**src/rtl/cnt_typedef_pkg.sv**
```systemverilog
// Shared counter types. The RTL and the environment's predictor both use these,
// so both apply the same state-transition rules.
package cnt_typedef_pkg;

  localparam int CNT_STATE_W = 3;

  typedef enum logic [CNT_STATE_W-1:0] {
    RESET   = 3'd0,
    INITIAL = 3'd1,
    LOAD    = 3'd2,
    UPCNT   = 3'd3,
    DWNCNT  = 3'd4,
    PREV    = 3'd5
  } cnt_state_e;

  typedef enum logic {
    DUT1 = 1'b0,
    DUT2 = 1'b1
  } cnt_dut_e;

  // Load outranks up/down. Simultaneous up and down counts as a real (null) operation,
  // so it leaves the idle states and reports PREV.
  function automatic cnt_state_e cnt_next_state(cnt_state_e cur, logic en, logic load,
                                                logic up, logic dwn);
    cnt_state_e idle_state;
    idle_state = (cur == RESET || cur == INITIAL) ? INITIAL : PREV;
    if (!en)              return idle_state;
    else if (load)        return LOAD;
    else if (up && !dwn)  return UPCNT;
    else if (dwn && !up)  return DWNCNT;
    else if (up && dwn)   return PREV;
    else                  return idle_state;
  endfunction

endpackage

```
**src/rtl/cnt_updown_core_if.sv**
```systemverilog
// Command and status bundle of the up/down counter.
// The driver takes the master modport and the counter takes the slave modport.
interface cnt_updown_core_if
  import cnt_typedef_pkg::*;
#(
  parameter int WIDTH = 8
) ();

  logic             en_i;
  logic             load_i;
  logic             up_i;
  logic             dwn_i;
  logic [WIDTH-1:0] load_data_i;
  logic [WIDTH-1:0] count_o;
  cnt_state_e       state_o;
  logic             ovf_o;
  logic             unf_o;
  logic             tc_o;

  modport master (
    output en_i, load_i, up_i, dwn_i, load_data_i,
    input  count_o, state_o, ovf_o, unf_o, tc_o
  );

  modport slave (
    input  en_i, load_i, up_i, dwn_i, load_data_i,
    output count_o, state_o, ovf_o, unf_o, tc_o
  );

endinterface

```
**src/rtl/cnt_updown_arith.sv**
```systemverilog
// Combinational next-value logic for the counter. It works in WIDTH+1 bits, so the
// carry or borrow provides ovf/unf. DUT2 saturates at the limits; DUT1 wraps.
module cnt_updown_arith
  import cnt_typedef_pkg::*;
#(
  parameter int       WIDTH   = 8,
  parameter cnt_dut_e DUT_SEL = DUT1
) (
  input  logic [WIDTH-1:0] count,
  input  logic             inc,
  input  logic             dec,
  output logic [WIDTH-1:0] next_count,
  output logic             ovf,
  output logic             unf
);

  localparam bit SAT = (DUT_SEL == DUT2);

  logic [WIDTH:0] sum;
  logic [WIDTH:0] diff;

  assign sum  = {1'b0, count} + (WIDTH+1)'(1);
  assign diff = {1'b0, count} - (WIDTH+1)'(1);

  always_comb begin
    next_count = count;
    ovf        = 1'b0;
    unf        = 1'b0;
    if (inc && !dec) begin
      ovf        = sum[WIDTH];
      next_count = (sum[WIDTH] && SAT) ? count : sum[WIDTH-1:0];
    end else if (dec && !inc) begin
      unf        = diff[WIDTH];
      next_count = (diff[WIDTH] && SAT) ? count : diff[WIDTH-1:0];
    end
  end

endmodule

```
**src/rtl/cnt_updown_core.sv**
```systemverilog
// Loadable up/down counter. The wrap or saturate behaviour is chosen by DUT_SEL.
// The counter reports the state of its last operation as a cnt_state_e.
module cnt_updown_core
  import cnt_typedef_pkg::*;
#(
  parameter int               WIDTH   = 8,
  parameter cnt_dut_e         DUT_SEL = DUT1,
  parameter logic [WIDTH-1:0] RST_VAL = '0
) (
  input  logic               clk,
  input  logic               rst,
  cnt_updown_core_if.slave   bus
);

  logic [WIDTH-1:0] count_reg;
  logic [WIDTH-1:0] count_next;
  cnt_state_e       state_reg;
  logic             ovf_reg;
  logic             unf_reg;

  logic             inc;
  logic             dec;
  logic [WIDTH-1:0] arith_next;
  logic             arith_ovf;
  logic             arith_unf;

  // Load masks up/down, so the arithmetic only sees qualified, load-free commands.
  assign inc = bus.en_i & ~bus.load_i & bus.up_i  & ~bus.dwn_i;
  assign dec = bus.en_i & ~bus.load_i & bus.dwn_i & ~bus.up_i;

  cnt_updown_arith #(
    .WIDTH   (WIDTH),
    .DUT_SEL (DUT_SEL)
  ) u_arith (
    .count      (count_reg),
    .inc        (inc),
    .dec        (dec),
    .next_count (arith_next),
    .ovf        (arith_ovf),
    .unf        (arith_unf)
  );

  assign count_next = (bus.en_i && bus.load_i) ? bus.load_data_i : arith_next;

  always_ff @(posedge clk) begin
    if (rst) begin
      count_reg <= RST_VAL;
      state_reg <= RESET;
      ovf_reg   <= 1'b0;
      unf_reg   <= 1'b0;
    end else begin
      count_reg <= count_next;
      state_reg <= cnt_next_state(state_reg, bus.en_i, bus.load_i, bus.up_i, bus.dwn_i);
      ovf_reg   <= arith_ovf;
      unf_reg   <= arith_unf;
    end
  end

  assign bus.count_o = count_reg;
  assign bus.state_o = state_reg;
  assign bus.ovf_o   = ovf_reg;
  assign bus.unf_o   = unf_reg;
  assign bus.tc_o    = ((state_reg == UPCNT)  && (count_reg == {WIDTH{1'b1}})) ||
                       ((state_reg == DWNCNT) && (count_reg == '0));

endmodule

```
**src/flat_wrapper.sv**
```systemverilog
// flat-port wrapper written by rule: the top's interface ports become plain ports
module cnt_updown_core_flat import cnt_typedef_pkg::*;
#(
  parameter int               WIDTH   = 8,
  parameter cnt_dut_e         DUT_SEL = DUT1,
  parameter logic [WIDTH-1:0] RST_VAL = '0
)
  (clk, rst, bus_en_i, bus_load_i, bus_up_i, bus_dwn_i, bus_load_data_i, bus_count_o, bus_state_o, bus_ovf_o, bus_unf_o, bus_tc_o);
  cnt_updown_core_if #(.WIDTH(WIDTH)) bus_i ();
  input  logic clk;
  input  logic rst;
  input wire logic [$bits(bus_i.en_i)-1:0] bus_en_i;
  input wire logic [$bits(bus_i.load_i)-1:0] bus_load_i;
  input wire logic [$bits(bus_i.up_i)-1:0] bus_up_i;
  input wire logic [$bits(bus_i.dwn_i)-1:0] bus_dwn_i;
  input wire logic [$bits(bus_i.load_data_i)-1:0] bus_load_data_i;
  output wire logic [$bits(bus_i.count_o)-1:0] bus_count_o;
  output wire logic [$bits(bus_i.state_o)-1:0] bus_state_o;
  output wire logic [$bits(bus_i.ovf_o)-1:0] bus_ovf_o;
  output wire logic [$bits(bus_i.unf_o)-1:0] bus_unf_o;
  output wire logic [$bits(bus_i.tc_o)-1:0] bus_tc_o;
  assign bus_i.en_i = bus_en_i;
  assign bus_i.load_i = bus_load_i;
  assign bus_i.up_i = bus_up_i;
  assign bus_i.dwn_i = bus_dwn_i;
  assign bus_i.load_data_i = bus_load_data_i;
  assign bus_count_o = bus_i.count_o;
  assign bus_state_o = bus_i.state_o;
  assign bus_ovf_o = bus_i.ovf_o;
  assign bus_unf_o = bus_i.unf_o;
  assign bus_tc_o = bus_i.tc_o;
  cnt_updown_core #(.WIDTH(WIDTH), .DUT_SEL(DUT_SEL), .RST_VAL(RST_VAL)) u_core (.clk(clk), .rst(rst), .bus(bus_i));
endmodule
```
**config.mk**
```make
export PLATFORM = sky130hd
export DESIGN_NAME = cnt_updown_core_flat
export DESIGN_NICKNAME = d
export VERILOG_FILES = /design/src/rtl/cnt_typedef_pkg.sv /design/src/rtl/cnt_updown_core_if.sv /design/src/rtl/cnt_updown_arith.sv /design/src/rtl/cnt_updown_core.sv /design/src/flat_wrapper.sv
export SDC_FILE = /design/constraint.sdc
export NUM_CORES = 1
export LEC_CHECK = 0
export CAP_MARGIN = 10
export CORE_MARGIN = 1.5
export CORE_UTILIZATION = 44
export DETAILED_ROUTE_END_ITERATION = 12
export PLACE_DENSITY = 0.87
export REMOVE_ABC_BUFFERS = 1
export SLEW_MARGIN = 20
export SYNTH_ARGS = -nofsm -noshare
export SYNTH_HDL_FRONTEND = slang
export SYNTH_SLANG_ARGS = --single-unit
```
**constraint.sdc**
```tcl
create_clock -name clk -period 2.2 [get_ports clk]
set_input_delay 0.22 -clock clk [delete_from_list [all_inputs] [get_ports clk]]
set_output_delay 0.22 -clock clk [all_outputs]
set_load 0.005 [all_outputs]
```
==> metrics.md <==
| Metric | Value |
|---|---|
| Unique masters post-synth | 40 |
| Iteration-0 DRC count of the detailed router | 18 |
| WL met2 | around 1000 um |
| Layout area overhead | 44.3% |
| CTS Hold Buffers Added | 0 |
| Worst path required time | 1.98 ns |
| Status | finished, final reports clean |
| WL met1 | 856 um |
| Hold Vio Cnt, Final | 0 |
| Clock latency on the worst-skew pair | ~0.28 ns |
| Worst path cell trace | ha_1 -> and4_1 -> nand4_1 -> o32ai_2 -> dlygate4sd2_1 |
| Rows | 15 |
| Worst-path fanout max | 6 |
| Remaining Overflow, GRT | 0 |
| CTS clock-pin slew for the worst setup and hold paths | ~0.08 ns |
| FFs w/ async S/R, synth | 0% |
| Vias | roughly 840 |
| CTS tree | yes |
| Flops & latches, synth | 13 |
| Crit path max-delay family | simple AND/OR/NAND/NOR gates |
| Top sig layer | met4 |
| Post-synthesis cell area | just over 800 um2 |
| Die area | between 2000 and 2500 um2 |
| # DRC | 0 |
| Fin. max-slew vios | 0 |
| DP HPWL | 1450 um |
| WL per Instance | 13.3 um |
| Syn Inst Count | just under 100 |
| Post-Layout Cell Count | 156 |
| Worst path max stage delay | around 0.40 ns |
| Placed insts | roughly 150 |
| Post-DRT Antenna Nets | 0 |
| Clock sinks | 13 |
| Finished Core Util | about two thirds |
| Antenna cells | 0 |
| Main synth FF type | dfxtp_1 |
| Hold crit path type | in2reg |
| Worst setup EP type | output port |
| Height of the die | approximately 46 um |
| CTS root buffer | clkbuf_4 |
| Worst r2r path cells | 7 |
| Final wirelength | just over 2000 um |
| Syn avg cell area | approximately 8.5 um2 |
| Worst hold stages | 3 |
| Vias per cell | 5.41 |
| Period minus WS final | roughly 2.1 ns |
| Final setup viols | 0 |
| VDD IR max | ~0.31 mV |
| Stages on worst setup path | 5 |
| First-pass GRT wire length | 3230 um |
| Top cells by area, synth | dfxtp_1 (31%), ha_1 (6.0%), nor2_1 (5.4%) |
| DR pass1 iterations | 4 |
| Initial antenna violation count | 0 |
| Clock Path Buffers | 2 |
| Synth top area share | roughly a third |
| Vias in the first global route | about 750 |
| I/O pin cnt | 28 |
| Post CTS Setup Buffer Count | 0 |
| Fin Setup TNS | 0 ns |
| Largest net degree at the start of global routing | 17 |
| EDFF count, synth | 0 |
| H-tree levels | 1 |
| Layout cell share with drive strength beyond 1 | between 10% and 20% |
| P per Cell Area | 505 nW/um2 |
| Cell taking the most area after synthesis | dfxtp_1 |
| Max-cap violation count | 0 |
| Max Freq | 479 MHz |
| Routed wl met3 | 101 um |
| Core footprint | 1750 um2 |
| CP arrival | around 1.9 ns |
| Clock Skew | approximately 0.0044 ns |
| Leak | 0.000463 uW |
| Slew margin rel. | 63.6% |
| Post-synthesis sequential area ratio | a little under a third |
| Routability cong. | a little under 0.8 |
| Die width | ~46 um |
| Synth warnings | 0 |
| CP Buf/Inv Count | 1 |
| Nets | 150 |
| Total GRT Usage | 21.5% |
| Critical setup path kind | reg2out |
| Port bufs | 27 |
| Worst-Margin Slew | approximately 0.54 ns |
| Initial core utilization | between 40% and 50% |
| CP max-delay cell | dfxtp_2 |
| Part of the cycle the worst path needs | a little over nine tenths |
| Cts bufs inserted | 3 |
| Crit start category | flop |
[sequential cells by signal, indices dropped and copies added, names as in the netlist]
signal	flops
u_core.bus.ovf_o	1
u_core.bus.count_o	8
u_core.bus.state_o	3
u_core.bus.unf_o	1
[path summary, 6_finish.rpt]
path                          from                     to  slack [ns]
max reg2reg  u_core.bus.count_o[1]  u_core.bus.count_o[4]        0.46
min reg2reg  u_core.bus.count_o[7]       u_core.bus.ovf_o        0.63
max          u_core.bus.count_o[0]               bus_tc_o        0.11
min             bus_load_data_i[0]  u_core.bus.count_o[0]        0.50
[cells in the final DEF, fill, tap and decap left out, types with 2 or more instances in the layout]
| cell | synthesis | routed |
|---|---|---|
| nor4_1 | 2 | 2 |
| a211oi_1 | 3 | 3 |
| xnor2_1 | 4 | 4 |
| clkbuf_4 | 0 | 3 |
| dfxtp_1 | 13 | 12 |
| nand4_1 | 3 | 3 |
| a21oi_1 | 3 | 3 |
| nor2_1 | 12 | 12 |
| nand3b_1 | 2 | 2 |
| inv_1 | 4 | 4 |
| clkdlybuf4s50_1 | 0 | 26 |
| nand2_1 | 9 | 9 |
| nand3_1 | 2 | 2 |
| ha_1 | 4 | 4 |
| nor3b_1 | 4 | 3 |
| or3_1 | 2 | 2 |
| nor2b_1 | 3 | 3 |
| buf_4 | 0 | 8 |
| o21ai_0 | 2 | 2 |
[metal layers]
metal	GRT usage, %	vias up
met5	0	-
met4	14.9	0
met3	6.27	8
met2	35.3	27
met1	23.4	389
li1	-	420
[synth_stat cells, types with 2 or more instances]
cell,n
buf_2,3
ha_1,4
nor2_1,12
inv_1,4
dfxtp_1,13
a21oi_1,3
nand4_1,3
nor2b_1,3
or3_1,2
nand3b_1,2
nor4_1,2
nand2_1,9
o21ai_0,2
nor3b_1,4
xnor2_1,4
a211oi_1,3
nand3_1,2
[worst reg2reg max path, delay by kind of cell, from the launching register on]
| kind | cells | cell delay [ns] |
|---|---|---|
| compound gates | 2 | 0.42 |
| flops | 1 | 0.32 |
| fa+ha+maj | 1 | 0.16 |
| simple gates | 1 | 0.46 |
| buf+inv | 2 | 0.20 |
| xor+xnor | 1 | 0.09 |
[metrics by stage]
stage	power [uW]	cell area, um2	hold WS, ns	worst slack, ns
after floorplan	361	795	0.288	0.381
after global placement	446	1160	0.550	-0.0804
after detailed placement	453	1160	0.559	-0.151
after CTS	605	1190	0.502	0.114
after global routing	640	1190	0.519	-0.0340
final	604	1190	0.503	0.110
[layout make-up]
cell class | instances | area (um2)
clock buffers | 4 | 26.3
fillers | 157 | 551
well taps | 25 | 31.3
flip-flops and latches | 13 | 262
multi-input cells | 75 | 532
inverters | 4 | 15.0
repair buffers | 35 | 329
[cells by family (layout without fill, tap and decap cells)]
group / count (synthesis) / in the layout / synth area share, %
AO/OA/AOI/OAI: 18 / 18 / 17.4
AND/OR/NAND/NOR: 47 / 47 / 32.8
XOR/XNOR: 5 / 5 / 5.29
adder cells (fa/ha/maj): 4 / 4 / 6.04
buffers and inverters: 10 / 43 / 5.89
multiplexers: 1 / 1 / 1.21
flip-flops: 13 / 13 / 31.4
[report_power, final]
group	total (uW)	internal, uW	switching (uW)
registers	274	252	22.4
logic	180	107	73.0
clock network	150	70.2	79.6
total	604	429	175
[timing repair]
item	in CTS	in global routing
setup endpoints to repair	1	1
pin swaps	1	0
gates resized for setup	3	1
Power figures use the tool's default switching activity.
